--- src/rtl/dds_modulator.sv ---
// DDS carrier generator with ASK / continuous-phase FSK / BPSK keying from a handshaked bit stream.
// Samples emerge 4 cycles after each en tick; sine/cosine come from an external 1-cycle ROM.
module dds_modulator #(
  parameter int unsigned PHASE_W = 32,
  parameter int unsigned AMP_W   = 12,
  parameter int unsigned LUT_AW  = 10,
  parameter int unsigned SYM_W   = 16
) (
  input  logic               clk,
  input  logic               reset,
  input  logic               en,
  input  logic [PHASE_W-1:0] tw0,
  input  logic [PHASE_W-1:0] tw1,
  input  logic [1:0]         signal_sel,
  input  logic [1:0]         modulation_sel,
  input  logic [SYM_W-1:0]   sym_len,
  input  logic               bit_in,
  input  logic               bit_valid,
  output logic               bit_ready,
  output logic [LUT_AW-1:0]  rom_addr,
  input  logic [AMP_W-1:0]   rom_data,
  output logic [AMP_W-1:0]   carrier_out,
  output logic [AMP_W-1:0]   sample_out,
  output logic               sample_valid,
  output logic               cur_bit,
  output logic               underrun
);

  typedef enum logic [1:0] {SIG_SINE, SIG_COS, SIG_SQUARE, SIG_SAW} sig_e;
  typedef enum logic [1:0] {MOD_NONE, MOD_ASK, MOD_FSK, MOD_BPSK} mod_e;
  typedef enum logic {IDLE, RUN} state_e;

  localparam logic [AMP_W-1:0]  MAX     = {1'b0, {(AMP_W-1){1'b1}}};
  localparam logic [AMP_W-1:0]  MIN     = {1'b1, {(AMP_W-1){1'b0}}};
  localparam logic [AMP_W-1:0]  NEG_MAX = MIN + AMP_W'(1);
  localparam logic [LUT_AW-1:0] QTR     = LUT_AW'(1) << (LUT_AW - 2);

  state_e             state;
  logic [SYM_W-1:0]   cnt;
  logic [PHASE_W-1:0] phase;
  logic [PHASE_W-1:0] tw;
  logic               accept;

  sig_e               sel_a, sel_b, sel_c;
  mod_e               mod_a, mod_b, mod_c, mod_d;
  logic               bit_a, bit_b, bit_c, bit_d;
  logic               v_a, v_b, v_c, v_d;
  logic [AMP_W-1:0]   alt_b, alt_c, car_d;
  logic [AMP_W-1:0]   mod_out;

  always_comb begin
    bit_ready = (state == IDLE) || (en && (cnt == '0));
    accept    = bit_valid && bit_ready;
    tw        = ((mod_e'(modulation_sel) == MOD_FSK) && cur_bit) ? tw1 : tw0;
  end

  // Symbol FSM; a symbol ending on an en tick may take the next bit back-to-back.
  always_ff @(posedge clk or negedge reset) begin
    if (!reset) begin
      state    <= IDLE;
      cnt      <= '0;
      cur_bit  <= 1'b0;
      underrun <= 1'b0;
    end else begin
      case (state)
        IDLE: if (accept) begin
          cur_bit <= bit_in;
          cnt     <= (sym_len == '0) ? '0 : sym_len - SYM_W'(1);
          state   <= RUN;
        end
        RUN: if (en) begin
          if (cnt != '0) begin
            cnt <= cnt - SYM_W'(1);
          end else if (bit_valid) begin
            cur_bit <= bit_in;
            cnt     <= (sym_len == '0) ? '0 : sym_len - SYM_W'(1);
          end else begin
            cur_bit  <= 1'b0;
            underrun <= 1'b1;
            state    <= IDLE;
          end
        end
        default: state <= IDLE;
      endcase
    end
  end

  always_comb begin
    mod_out = car_d;
    case (mod_d)
      MOD_ASK:  mod_out = bit_d ? car_d : '0;
      MOD_BPSK: if (bit_d) mod_out = (car_d == MIN) ? MAX : -car_d;
      default:  mod_out = car_d;
    endcase
  end

  // Stage a captures at the tick edge; later stages read the phase written by that tick.
  always_ff @(posedge clk or negedge reset) begin
    if (!reset) begin
      phase        <= '0;
      v_a          <= 1'b0;
      v_b          <= 1'b0;
      v_c          <= 1'b0;
      v_d          <= 1'b0;
      sel_a        <= SIG_SINE;
      sel_b        <= SIG_SINE;
      sel_c        <= SIG_SINE;
      mod_a        <= MOD_NONE;
      mod_b        <= MOD_NONE;
      mod_c        <= MOD_NONE;
      mod_d        <= MOD_NONE;
      bit_a        <= 1'b0;
      bit_b        <= 1'b0;
      bit_c        <= 1'b0;
      bit_d        <= 1'b0;
      alt_b        <= '0;
      alt_c        <= '0;
      car_d        <= '0;
      rom_addr     <= '0;
      carrier_out  <= '0;
      sample_out   <= '0;
      sample_valid <= 1'b0;
    end else begin
      if (en) begin
        phase <= phase + tw;
        sel_a <= sig_e'(signal_sel);
        mod_a <= mod_e'(modulation_sel);
        bit_a <= cur_bit;
      end
      v_a <= en;

      v_b      <= v_a;
      sel_b    <= sel_a;
      mod_b    <= mod_a;
      bit_b    <= bit_a;
      rom_addr <= phase[PHASE_W-1 -: LUT_AW] + ((sel_a == SIG_COS) ? QTR : '0);
      alt_b    <= (sel_a == SIG_SQUARE) ? (phase[PHASE_W-1] ? NEG_MAX : MAX)
                                        : {~phase[PHASE_W-1], phase[PHASE_W-2 -: AMP_W-1]};

      v_c   <= v_b;
      sel_c <= sel_b;
      mod_c <= mod_b;
      bit_c <= bit_b;
      alt_c <= alt_b;

      v_d   <= v_c;
      mod_d <= mod_c;
      bit_d <= bit_c;
      car_d <= ((sel_c == SIG_SINE) || (sel_c == SIG_COS)) ? rom_data : alt_c;

      sample_valid <= v_d;
      carrier_out  <= car_d;
      sample_out   <= mod_out;
    end
  end

endmodule

--- config.mk ---
export PLATFORM = sky130hd
export DESIGN_NAME = dds_modulator
export DESIGN_NICKNAME = d
export VERILOG_FILES = /design/src/rtl/dds_modulator.sv
export SDC_FILE = /design/constraint.sdc
export NUM_CORES = 1
export LEC_CHECK = 0
export ABC_AREA = 1
export CAP_MARGIN = 0
export CORE_UTILIZATION = 59
export DETAILED_ROUTE_END_ITERATION = 6
export MAX_ROUTING_LAYER = met4
export PLACE_DENSITY_LB_ADDON = 0.3
export SETUP_SLACK_MARGIN = 0.5
export SYNTH_ARGS = -nofsm -noshare
export SYNTH_HDL_FRONTEND = slang
export SYNTH_SLANG_ARGS = --single-unit
--- constraint.sdc ---
create_clock -name clk -period 7.24 [get_ports clk]
set_input_delay 0.724 -clock clk [delete_from_list [all_inputs] [get_ports clk]]
set_output_delay 0.724 -clock clk [all_outputs]
set_load 0.02 [all_outputs]
**After elaboration in Yosys (flattened, before gate mapping)**

Index checks and enable logic that the tools add are counted.

- Mux-type cells: 25
- Bitwise logic cells: 4
- $add $sub $neg: 5
- Reductions and logical operators: 12
- Equal/unequal tests: 11

Operators with widths:

| kind | count |
|---|---|
| 16-bit two-way mux | 5 |
| 12-bit two-way mux | 6 |
| 32-bit adder | 1 |
| 16-bit zero test | 2 |
| 32-bit two-way mux | 1 |
| 16-bit one-hot mux with 2 select lines | 1 |
| 16-bit by 1-bit subtractor with 16-bit output, second input constant | 2 |
| 12-bit one-hot mux with 2 select lines | 1 |
| 16-bit nonzero test | 1 |
| 12-bit equality test, second input constant | 1 |
| 12-bit negator | 1 |
| 10-bit by 9-bit adder with 10-bit output | 1 |
| 9-bit two-way mux | 1 |
| 1-bit two-way mux | 8 |
| 2-bit by 1-bit equality test with 1-bit output, second input constant | 3 |
| 2-bit equality test, second input constant | 3 |
| 2-bit != test, second input constant | 3 |
| 3-bit AND reduction | 2 |
| 1-bit inverter | 4 |
| 1-bit one-hot mux with 2 select lines | 2 |
| 4-bit AND reduction | 1 |
| 1-bit logical AND | 3 |
| 3-bit by 2-bit != test with 1-bit output, second input constant | 1 |
| 2-bit zero test | 1 |
| 1-bit logical OR | 2 |

- Flip-flop bits (word level): 144
- Output and inout bits: 38
- Logic and storage cells: 84
- Input port bits: 101

**Logic depth before layout (Yosys ltp)**

Gate-level depths: netlist of the first run.

- Depth after elaboration: 6
- Gate-level depth with buffers: 18
- Mapped depth without buffers: 17

**Worst setup path after synthesis of the first run**

OpenSTA, ideal clock, no wires.

- Kind: input to register
- From: in modulation_sel[0]
- To: reg phase[12]
- Setup slack: 4.395 ns
- Buffers on the path: 1
- Library setup time: 0.118 ns
- Arrival time: 2.727 ns
- Stages: 15
- Required time: 7.122 ns
- Path through: inv_1 -> nand3_1 -> buf_2 -> mux2_2 -> ha_1 -> inv_1 -> fa_1 -> inv_1 -> nand3_1 -> nand3_1 -> nand3_1 -> nand3_1 -> or2_2 -> nand3_1 -> nand2_1

- Longest elaborated chain between the ends: 4

RTL lines:

| what | line | text |
|---|---|---|
| start: declaration | 15 | `input logic [1:0] modulation_sel,` |
| 2-bit equality test | 54 | `tw = ((mod_e'(modulation_sel) == MOD_FSK) && cur_bit) ? tw1 : tw0;` |
| 1-bit logical AND | 54 |  |
| 32-bit two-way mux | 54 |  |
| 32-bit adder | 125 | `phase <= phase + tw;` |
| end signal: assignment | 125 |  |
| end: declaration | 40 | `logic [PHASE_W-1:0] phase;` |

Every way passes these cells.
A chain may end at the register's enable or synchronous reset.

**Worst setup path in the final report of the first run**

- From: in modulation_sel[0]
- To: reg phase[24]

The elaborated chain is that of the path after synthesis.

==> results of run 1 <==
-- Yosys cell counts (all sizes together) --
| master | count |
|---|---|
| nand4 | 10 |
| nand3 | 89 |
| dfrtp | 142 |
| o22ai | 1 |
| nand2 | 414 |
| o221ai | 1 |
| o211ai | 6 |
| xor2 | 16 |
| clkbuf | 8 |
| nor3 | 19 |
| o21bai | 1 |
| nor4 | 1 |
| and2 | 1 |
| mux2 | 42 |
| o21a | 2 |
| ha | 40 |
| buf | 12 |
| a31o | 1 |
| a41oi | 1 |
| a21o | 1 |
| nand3b | 6 |
| a31oi | 1 |
| a21boi | 1 |
| xnor2 | 12 |
| fa | 1 |
| inv | 182 |
| a21oi | 32 |
| or2 | 8 |
| o21ai | 48 |
| nor2 | 99 |
-- worst register-to-register path: cells and delay by family (launching register included) --
family / cells / cell delay, ps
buf+inv: 2 / 260
fa+ha+maj: 2 / 600
mux: 1 / 470
flops: 1 / 450
simple gates: 10 / 1700
-- sequential cells by signal, indices dropped and copies added, names as in the netlist, 2 cells and up --
register     flops
mod_a            2
mod_c            2
sample_out      12
mod_d            2
car_d           12
sel_a            2
carrier_out     12
rom_addr        10
alt_c           12
cnt             16
alt_b           12
phase           32
mod_b            2
-- per-layer routing --
layer  GRT usage  vias up  wire length (um)
met3      0.0540       62              1140
met5           -        -                 0
met1       0.361     3745              9000
met4       0.116        0               701
li1            -     4040                 -
met2       0.544      273             11300
-- final cells by class --
class | instances | area (um^2) | share of cell area
inverters | 182 | 686 | 0.0630
well taps | 184 | 230 | 0.0212
clock buffers | 19 | 433 | 0.0398
flip-flops and latches | 142 | 3550 | 0.326
repair buffers | 140 | 1400 | 0.128
multi-input cells | 854 | 4460 | 0.409
clock inverters | 13 | 128 | 0.0117
-- worst max-delay path by stage --
stage / from / end / slack (ps) / cells after the start
CTS: modulation_sel[0] / phase[24]$_DFFE_PN0P_ / 3300 / 17
detailed placement: modulation_sel[1] / phase[20]$_DFFE_PN0P_ / 2880 / 16
global placement: modulation_sel[0] / phase[20]$_DFFE_PN0P_ / 2890 / 17
finish: modulation_sel[0] / phase[24]$_DFFE_PN0P_ / 3280 / 17
floorplan: modulation_sel[0] / phase[12]$_DFFE_PN0P_ / 4390 / 15
global route: modulation_sel[0] / phase[20]$_DFFE_PN0P_ / 3030 / 17
-- metrics by stage --
step           worst slack [ps]  std cells
2_1_floorplan              4390       1198
3_3_place_gp               2890       1502
3_5_place_dp               2880       1502
4_1_cts                    3300       1534
5_1_grt                    3030       1534
6_report                   3280       1534
-- placed cells by master, fill, tap and decap left out, types with 3 or more instances in the layout --
cell	n
dfrtp_1	142
nor2_1	92
nand3_1	87
inv_2	5
o211ai_1	6
o21ai_1	7
ha_1	40
mux2_2	42
inv_1	176
xnor2_1	12
clkdlybuf4s50_1	137
nor3_2	3
xor2_1	16
inv_6	5
nand4_1	10
nor3_1	16
a21oi_1	32
clkbuf_16	17
nand2_1	413
o21ai_0	41
nor2_2	5
nand3b_1	6
or2_2	6
-- cell families (layout without fill, tap and decap cells) --
family,after synthesis,in the layout,share of synthesized area
DFF,142,142,0.404
adders and majority gates,41,41,0.0591
buffers and inverters,202,354,0.0904
muxes,42,42,0.0537
AOI/OAI and AO/OA,96,96,0.0593
xor gates and xnor gates,28,28,0.0279
and+or+nand+nor,647,647,0.306
-- power by group --
part           total [W]  internal, W  switching (W)
combinational    0.00174     0.000690        0.00105
sequential       0.00127      0.00107       0.000195
clock           0.000841     0.000480       0.000361
total            0.00385      0.00224        0.00161
==> impl_metrics.ini, run 1 <==
[floorplanning]
initial_core_util = 0.606
fp-row-count = 44
core_area_um2 = 14500
dieHeight_um = 124
ioPinCount = 139
die_w_um = 124
die-area_um2 = 15400

[synthesis]
synth_top_area_frac = 0.404
yosys_warnings = 0
yosysTopAreaCell = dfrtp_1
yosys.cell_types.count = 42
synth_area_per_cell_um2 = 7.35
ys_seq_elements = 142
synth_area_um2 = 8800
synth_area_leaders = dfrtp_1 40%, nand2_1 18%, inv_1 7.5%
syn-num-nets = 1340
yosysSeqAreaShare = 0.404
netlist_instances = 1198

[global_route]
grt_use_total = 0.313
grt_max_degree = 81
grt_first_pass_wirelength_um = 35800
overflow = 0
antenna_found_initial = 0
grt_pass1_vias = 7730

[run]
max_cap_viol_count = 0

[clock_tree]
numCtsBuffers = 17
post_cts_resized = 0
cts_setup_buffers = 0
clock_latency_ps = 430
cts_tree = yes
clk_pin_slew_ps = 60
cts_buffer_depth = 2
root_buffer = clkbuf_16
h-tree-depth = 4
postCtsHoldBufs = 0
clkSinkCount = 142

[setup_path]
critPathTopFamily = simple AND/OR/NAND/NOR gates
reg2reg_depth = 15
slowest_stage = nand3_2
cp.arrival_ps = 4260
end_kind = flop
r2r_start = cur_bit$_DFFE_PN0P_
worstSetupPathType = primary input to flop
start_kind = primary input
r2r-end = phase[24]$_DFFE_PN0P_
cpPeakStageDelay_ps = 710
cp_max_fo = 34
cp_data_required_time_ps = 7540
crit_path_frequent_cell = nand2_1
path_cells = clkdlybuf4s50_1 -> inv_1 -> nand3_2 -> mux2_2 -> ha_1 -> inv_1 -> fa_1 -> inv_1 -> nand3_1 -> nand3_1 -> nand2_1 -> nand2_1 -> nand2_1 -> nand3_1 -> nand2_1 -> nand3_1 -> nand2_1
crit_buf_inv = 4
r2r_setup_slack_ps = 3650

[timing]
rsz0062_at_grt = false
tightest_slew_ps = 906
max_freq_ghz = 0.253
setup_viol = 0
fin_setup_tns_ps = 0
clock_skew_ps = 13.3
period_minus_slack_ps = 3960
finalHoldViolCount = 0
maxSlewHeadroom = 0.395
final-max-slew-violation-count = 0
timing.hold.ws_ps = 339
fin_crit_sh = 0.546

[finish]
fillerInstances = 1152
drive_gt1_frac = 0.0748
fin_util = 0.749
nets = 1479
finalInstanceArea_um2 = 10900
area_growth_pct = 23.7
diodes = 0

[routing]
drtPass1Iterations = 7
viasPerCell = 5.29
wl_um = 22100
route.detailed.drc = 1
ant_nets = 0
dr.first_iter.drc_count = 571
wl_per_cell_um = 14.4
vias = 8120

[pwr]
power_density_nw_per_um2 = 353
p_leak_nw = 5.59
peakVddDrop_mv = 0.220
fin_total_pwr_w = 0.00385

[placement]
dp_hpwl_um = 16400
io_buffers = 138
gp_congestion = 0.961
post_dp_cell_area_um2 = 10300

[outcome]
status = finished with violations
violations = design-rule violations

[min_path]
hp-class = primary input to asynchronous set/reset pin
Note: power is estimated with default switching activity, not from simulation.
==> run 2: changes to the inputs <==
--- a/config.mk
+++ b/config.mk
@@ -7,7 +7,7 @@
 export LEC_CHECK = 0
 export ABC_AREA = 1
 export CAP_MARGIN = 0
-export CORE_UTILIZATION = 59
+export CORE_UTILIZATION = 55
 export DETAILED_ROUTE_END_ITERATION = 6
 export MAX_ROUTING_LAYER = met4
 export PLACE_DENSITY_LB_ADDON = 0.3
==> constraint.sdc (replaced) <==
create_clock -name clk -period 3.7 [get_ports clk]
set_input_delay 0.37 -clock clk [delete_from_list [all_inputs] [get_ports clk]]
set_output_delay 0.37 -clock clk [all_outputs]
set_load 0.02 [all_outputs]
==> impl_metrics.ini, run 2 (same netlist as run 1, synthesis figures left out) <==
[outcome]
violations = negative hold slack
status = finished with violations

[clock_tree]
cts_tree = yes
numCtsBuffers = 17
cts_buffer_depth = 2
h-tree-depth = 4
cts_setup_buffers = 0
post_cts_resized = 0
clock_latency_ps = 430
clkSinkCount = 142
postCtsHoldBufs = 0
clk_pin_slew_ps = 60
root_buffer = clkbuf_16

[floorplanning]
die_w_um = 128
ioPinCount = 139
dieHeight_um = 128
die-area_um2 = 16500
initial_core_util = 0.570
core_area_um2 = 15400
fp-row-count = 45

[global_route]
grt_use_total = 0.286
overflow = 0
antenna_found_initial = 0
grt_first_pass_wirelength_um = 35700
grt_pass1_vias = 7730
grt_max_degree = 86

[setup_path]
cp.arrival_ps = 2590
r2r_setup_slack_ps = 810
start_kind = flop
r2r_start = cur_bit$_DFFE_PN0P_
end_kind = output pin
cp_max_fo = 18
worstSetupPathType = flop to output pin
cp_data_required_time_ps = 3330
crit_start = cnt[0]$_DFFE_PN0P_

[placement]
gp_congestion = 0.982
dp_hpwl_um = 16300
io_buffers = 138
place_inst = 1534
post_dp_cell_area_um2 = 10400

[routing]
dr.first_iter.drc_count = 428
wl_per_cell_um = 13.8
wl_um = 21700
viasPerCell = 5.13
ant_nets = 0
drtPass1Iterations = 5
vias = 8028
route.detailed.drc = 0

[timing]
setup_viol = 0
period_minus_slack_ps = 2960
tightest_slew_ps = 783
fin_crit_sh = 0.800
finalHoldViolCount = 4
clock_skew_ps = 17.5
max_freq_ghz = 0.338
maxSlewHeadroom = 0.477
rsz0062_at_grt = false
fin_setup_tns_ps = 0
final-max-slew-violation-count = 0
timing.hold.ws_ps = -7.54

[finish]
mostFrequentLayoutCell = nand2_1
drive_gt1_frac = 0.0797
diodes = 0
largestRegisters = phase: 32 flops, cnt: 16 flops
nets = 1484
finalNonFillerCells = 1566
area_growth_pct = 24.8
largest_register_ffs = 32
finalInstanceArea_um2 = 11000
largest-register = phase
layout_common_cells = 413 x nand2_1, 176 x inv_1, 142 x dfrtp_1

[min_path]
hp-class = primary input to asynchronous set/reset pin

[pwr]
peakVddDrop_mv = 0.373
power_density_nw_per_um2 = 689
p_leak_nw = 5.62
fin_total_pwr_w = 0.00757

[run]
max_cap_viol_count = 0
==> run 2: through the flow <==
stage                     utilization  setup WS [ps]  hold slack (ps)
after detailed placement        0.675            362              335
after global routing            0.712            536             66.5
after CTS                       0.712            748             33.3
after floorplan                     -           1100             74.4
final                           0.712            739            -7.54
after global placement          0.675            433              332
==> run 2: where the power goes <==
part           switching [W]  internal [W]
logic                0.00205       0.00136
registers           0.000384       0.00209
clock network       0.000742      0.000949
total                0.00317       0.00440
==> run 2: area by class of cell <==
type / count / area, um^2
multi-input cells: 854 / 4460
fillers: 1246 / 4440
flip-flops and latches: 142 / 3550
repair buffers: 145 / 1450
inverters: 182 / 686
clock buffers: 17 / 425
well taps: 211 / 264
clock inverters: 15 / 153
==> run 2: critical path, cell delays in order, from the launching register on <==
cell,delay [ps]
dfrtp_1,400
inv_1,130
ha_1,190
nand3_1,80
nor2_1,140
nand2_1,110
nand2_4,190
inv_4,140
nor2_4,150
clkdlybuf4s50_1,630
==> run 2: final timing paths <==
path                                               to  cells past startpoint
min in group clk                        v_b$_DFF_PN0_                      0
max in group asynchronous       rom_addr[4]$_DFF_PN0_                      2
worst min-delay path               cnt[0]$_DFFE_PN0P_                      1
worst min register to register          v_b$_DFF_PN0_                      0
worst max register to register  phase[25]$_DFFE_PN0P_                     14
worst max-delay path                        bit_ready                      9
==> run 2: layer usage <==
metal,track usage,up-vias,part of all wire
met5,-,-,0
met4,0.116,0,0.025
met3,0.0378,49,0.048
met2,0.491,228,0.51
met1,0.340,3689,0.42
li1,-,4062,-
==> run 3: changes to the inputs <==
==> constraint.sdc (replaced) <==
create_clock -name clk -period 2.95 [get_ports clk]
set_input_delay 0.295 -clock clk [delete_from_list [all_inputs] [get_ports clk]]
set_output_delay 0.295 -clock clk [all_outputs]
set_load 0.02 [all_outputs]
==> impl_metrics.ini, run 3 (same netlist as run 1, synthesis figures left out) <==
[floorplanning]
fp-row-count = 45
ioPinCount = 139
initial_core_util = 0.570
die_w_um = 128
die-area_um2 = 16500
core_area_um2 = 15400
dieHeight_um = 128

[finish]
fillerInstances = 861
nets = 1552
largest-register = phase
regArea_um2 = 3550
multi_input_area_um2 = 5730
mostFrequentLayoutCell = nand2_1
diodes = 0
largest_register_ffs = 32
area_growth_pct = 47.0
largestRegisters = phase: 32 flops, cnt: 16 flops
drive_gt1_frac = 0.284
layout_common_cells = 314 x nand2_1, 153 x inv_1, 141 x dfrtp_1

[setup_path]
crit_cells = 13
crit_buf_inv = 5
reg2reg_depth = 13
end_kind = flop
r2r_setup_slack_ps = 290
start_kind = flop
cpPeakStageDelay_ps = 410
cp_data_required_time_ps = 3230
cp.arrival_ps = 2940
path_cells = nand3_4 -> buf_12 -> buf_16 -> mux2_4 -> ha_4 -> nand2_2 -> inv_1 -> nand2_1 -> nand3_4 -> buf_4 -> buf_4 -> xnor2_2 -> o21ai_0
critPathTopFamily = buffers and inverters
r2r_start = cur_bit$_DFFE_PN0P_
worstSetupPathType = flop to flop
slowest_stage = dfrtp_2
cp_max_fo = 7
r2r-end = phase[6]$_DFFE_PN0P_

[timing]
fin_crit_sh = 0.901
maxSlewHeadroom = 0.461
period_minus_slack_ps = 2660
clock_skew_ps = 14.3
tightest_slew_ps = 807
max_freq_ghz = 0.376
fin_setup_tns_ps = 0
setup_viol = 0
final-max-slew-violation-count = 0
finalHoldViolCount = 0
rsz0062_at_grt = true

[pwr]
power_density_nw_per_um2 = 936
p_leak_nw = 6.35
peakVddDrop_mv = 0.598
fin_total_pwr_w = 0.0121

[min_path]
hold_depth = 3
holdPathEnd = mod_a[1]$_DFFE_PN0P_
hp-class = primary input to flop
hp-start = modulation_sel[1]

[routing]
dr.first_iter.drc_count = 753
vias = 9168
drtPass1Iterations = 7
route.detailed.drc = 1
wl_um = 28900
viasPerCell = 5.61
wl_per_cell_um = 17.7
ant_nets = 0

[global_route]
grt_pass1_vias = 8594
overflow = 0
antenna_found_initial = 0
grt_use_total = 0.335
grt_first_pass_wirelength_um = 41400
grt_max_degree = 65

[placement]
gp_congestion = 0.968
dp_hpwl_um = 17400
io_buffers = 138

[outcome]
status = finished with violations
violations = design-rule violations

[clock_tree]
clk_pin_slew_ps = 60
h-tree-depth = 4
root_buffer = clkbuf_16
numCtsBuffers = 17
clock_latency_ps = 440
cts_buffer_depth = 2
cts_tree = yes
clkSinkCount = 142

[run]
max_cap_viol_count = 0
## run 3: cell types whose count changed in the layout (fill, tap and decap cells not counted), moves of 29 or more
cell | previous run | this run
ha_4 | 0 | 29
nor2_1 | 92 | 60
ha_1 | 40 | 11
nand2_2 | 0 | 72
nand2_1 | 413 | 314
buf_4 | 6 | 58
## run 3: metal layers
| metal | share of wire | routed length (um) | up-vias | global-route usage |
|---|---|---|---|---|
| met2 | 0.51 | 14700 | 518 | 0.578 |
| met4 | 0.054 | 1550 | 0 | 0.140 |
| met5 | 0 | 0 | - | - |
| li1 | - | - | 4191 | - |
| met3 | 0.063 | 1830 | 158 | 0.0511 |
| met1 | 0.38 | 10900 | 4301 | 0.390 |
## run 3: how the worst max path moves through the flow
| stage | startpoint | endpoint |
|---|---|---|
| 2_1_floorplan | cur_bit$_DFFE_PN0P_ | phase[12]$_DFFE_PN0P_ |
| 3_3_place_gp | modulation_sel[1] | phase[25]$_DFFE_PN0P_ |
| 3_5_place_dp | modulation_sel[0] | phase[25]$_DFFE_PN0P_ |
| 4_1_cts | cur_bit$_DFFE_PN0P_ | phase[20]$_DFFE_PN0P_ |
| 5_1_grt | cur_bit$_DFFE_PN0P_ | phase[29]$_DFFE_PN0P_ |
| 6_report | cur_bit$_DFFE_PN0P_ | phase[6]$_DFFE_PN0P_ |
## run 3: report_power, final
| part | total [W] | switching, W | internal, W | leakage, nW |
|---|---|---|---|---|
| clock | 0.00219 | 0.000972 | 0.00122 | 0.292 |
| sequential | 0.00324 | 0.000616 | 0.00263 | 1.71 |
| combinational | 0.00667 | 0.00381 | 0.00286 | 4.35 |
## run 3: worst reg2reg max path: cells and delay by family (launching register included)
family / cells / cell delay, ps
buffers and inverters: 5 / 650
AND/OR/NAND/NOR: 4 / 570
flip-flops: 1 / 410
multiplexers: 1 / 320
adder cells (fa/ha/maj): 1 / 270
XOR/XNOR: 1 / 180
AO/OA/AOI/OAI: 1 / 110
## run 3: metrics by stage
step                      setup slack (ps)  hold slack (ps)  utilization  cell area (um^2)  cells
after global routing                   231              348        0.839             12900   1634
after global placement               -99.3              329        0.697             10800   1579
after detailed placement              -142              327        0.697             10800   1579
after floorplan                        497           -0.591            -              8810   1198
final                                  291              339        0.839             12900   1634
after CTS                              418              329        0.795             12300   1629
## run 3: cell type report
| type | count | area share |
|---|---|---|
| Clock buffer | 18 | 0.0339 |
| Clock inverter | 14 | 0.0118 |
| Inverter | 182 | 0.0534 |
| Multi-Input combinational cell | 854 | 0.443 |
| Sequential cell | 142 | 0.275 |
| Tap cell | 211 | 0.0204 |
| Timing Repair Buffer | 213 | 0.163 |
## run 3: repair_timing
item,4_1_cts,5_1_grt
gates resized for setup,153,176
hold endpoints to repair,61,0
setup buffers,14,5
endpoints found under the setup margin,26,27
gates cloned,3,0
hold buffers,1,0
pin swaps,40,77
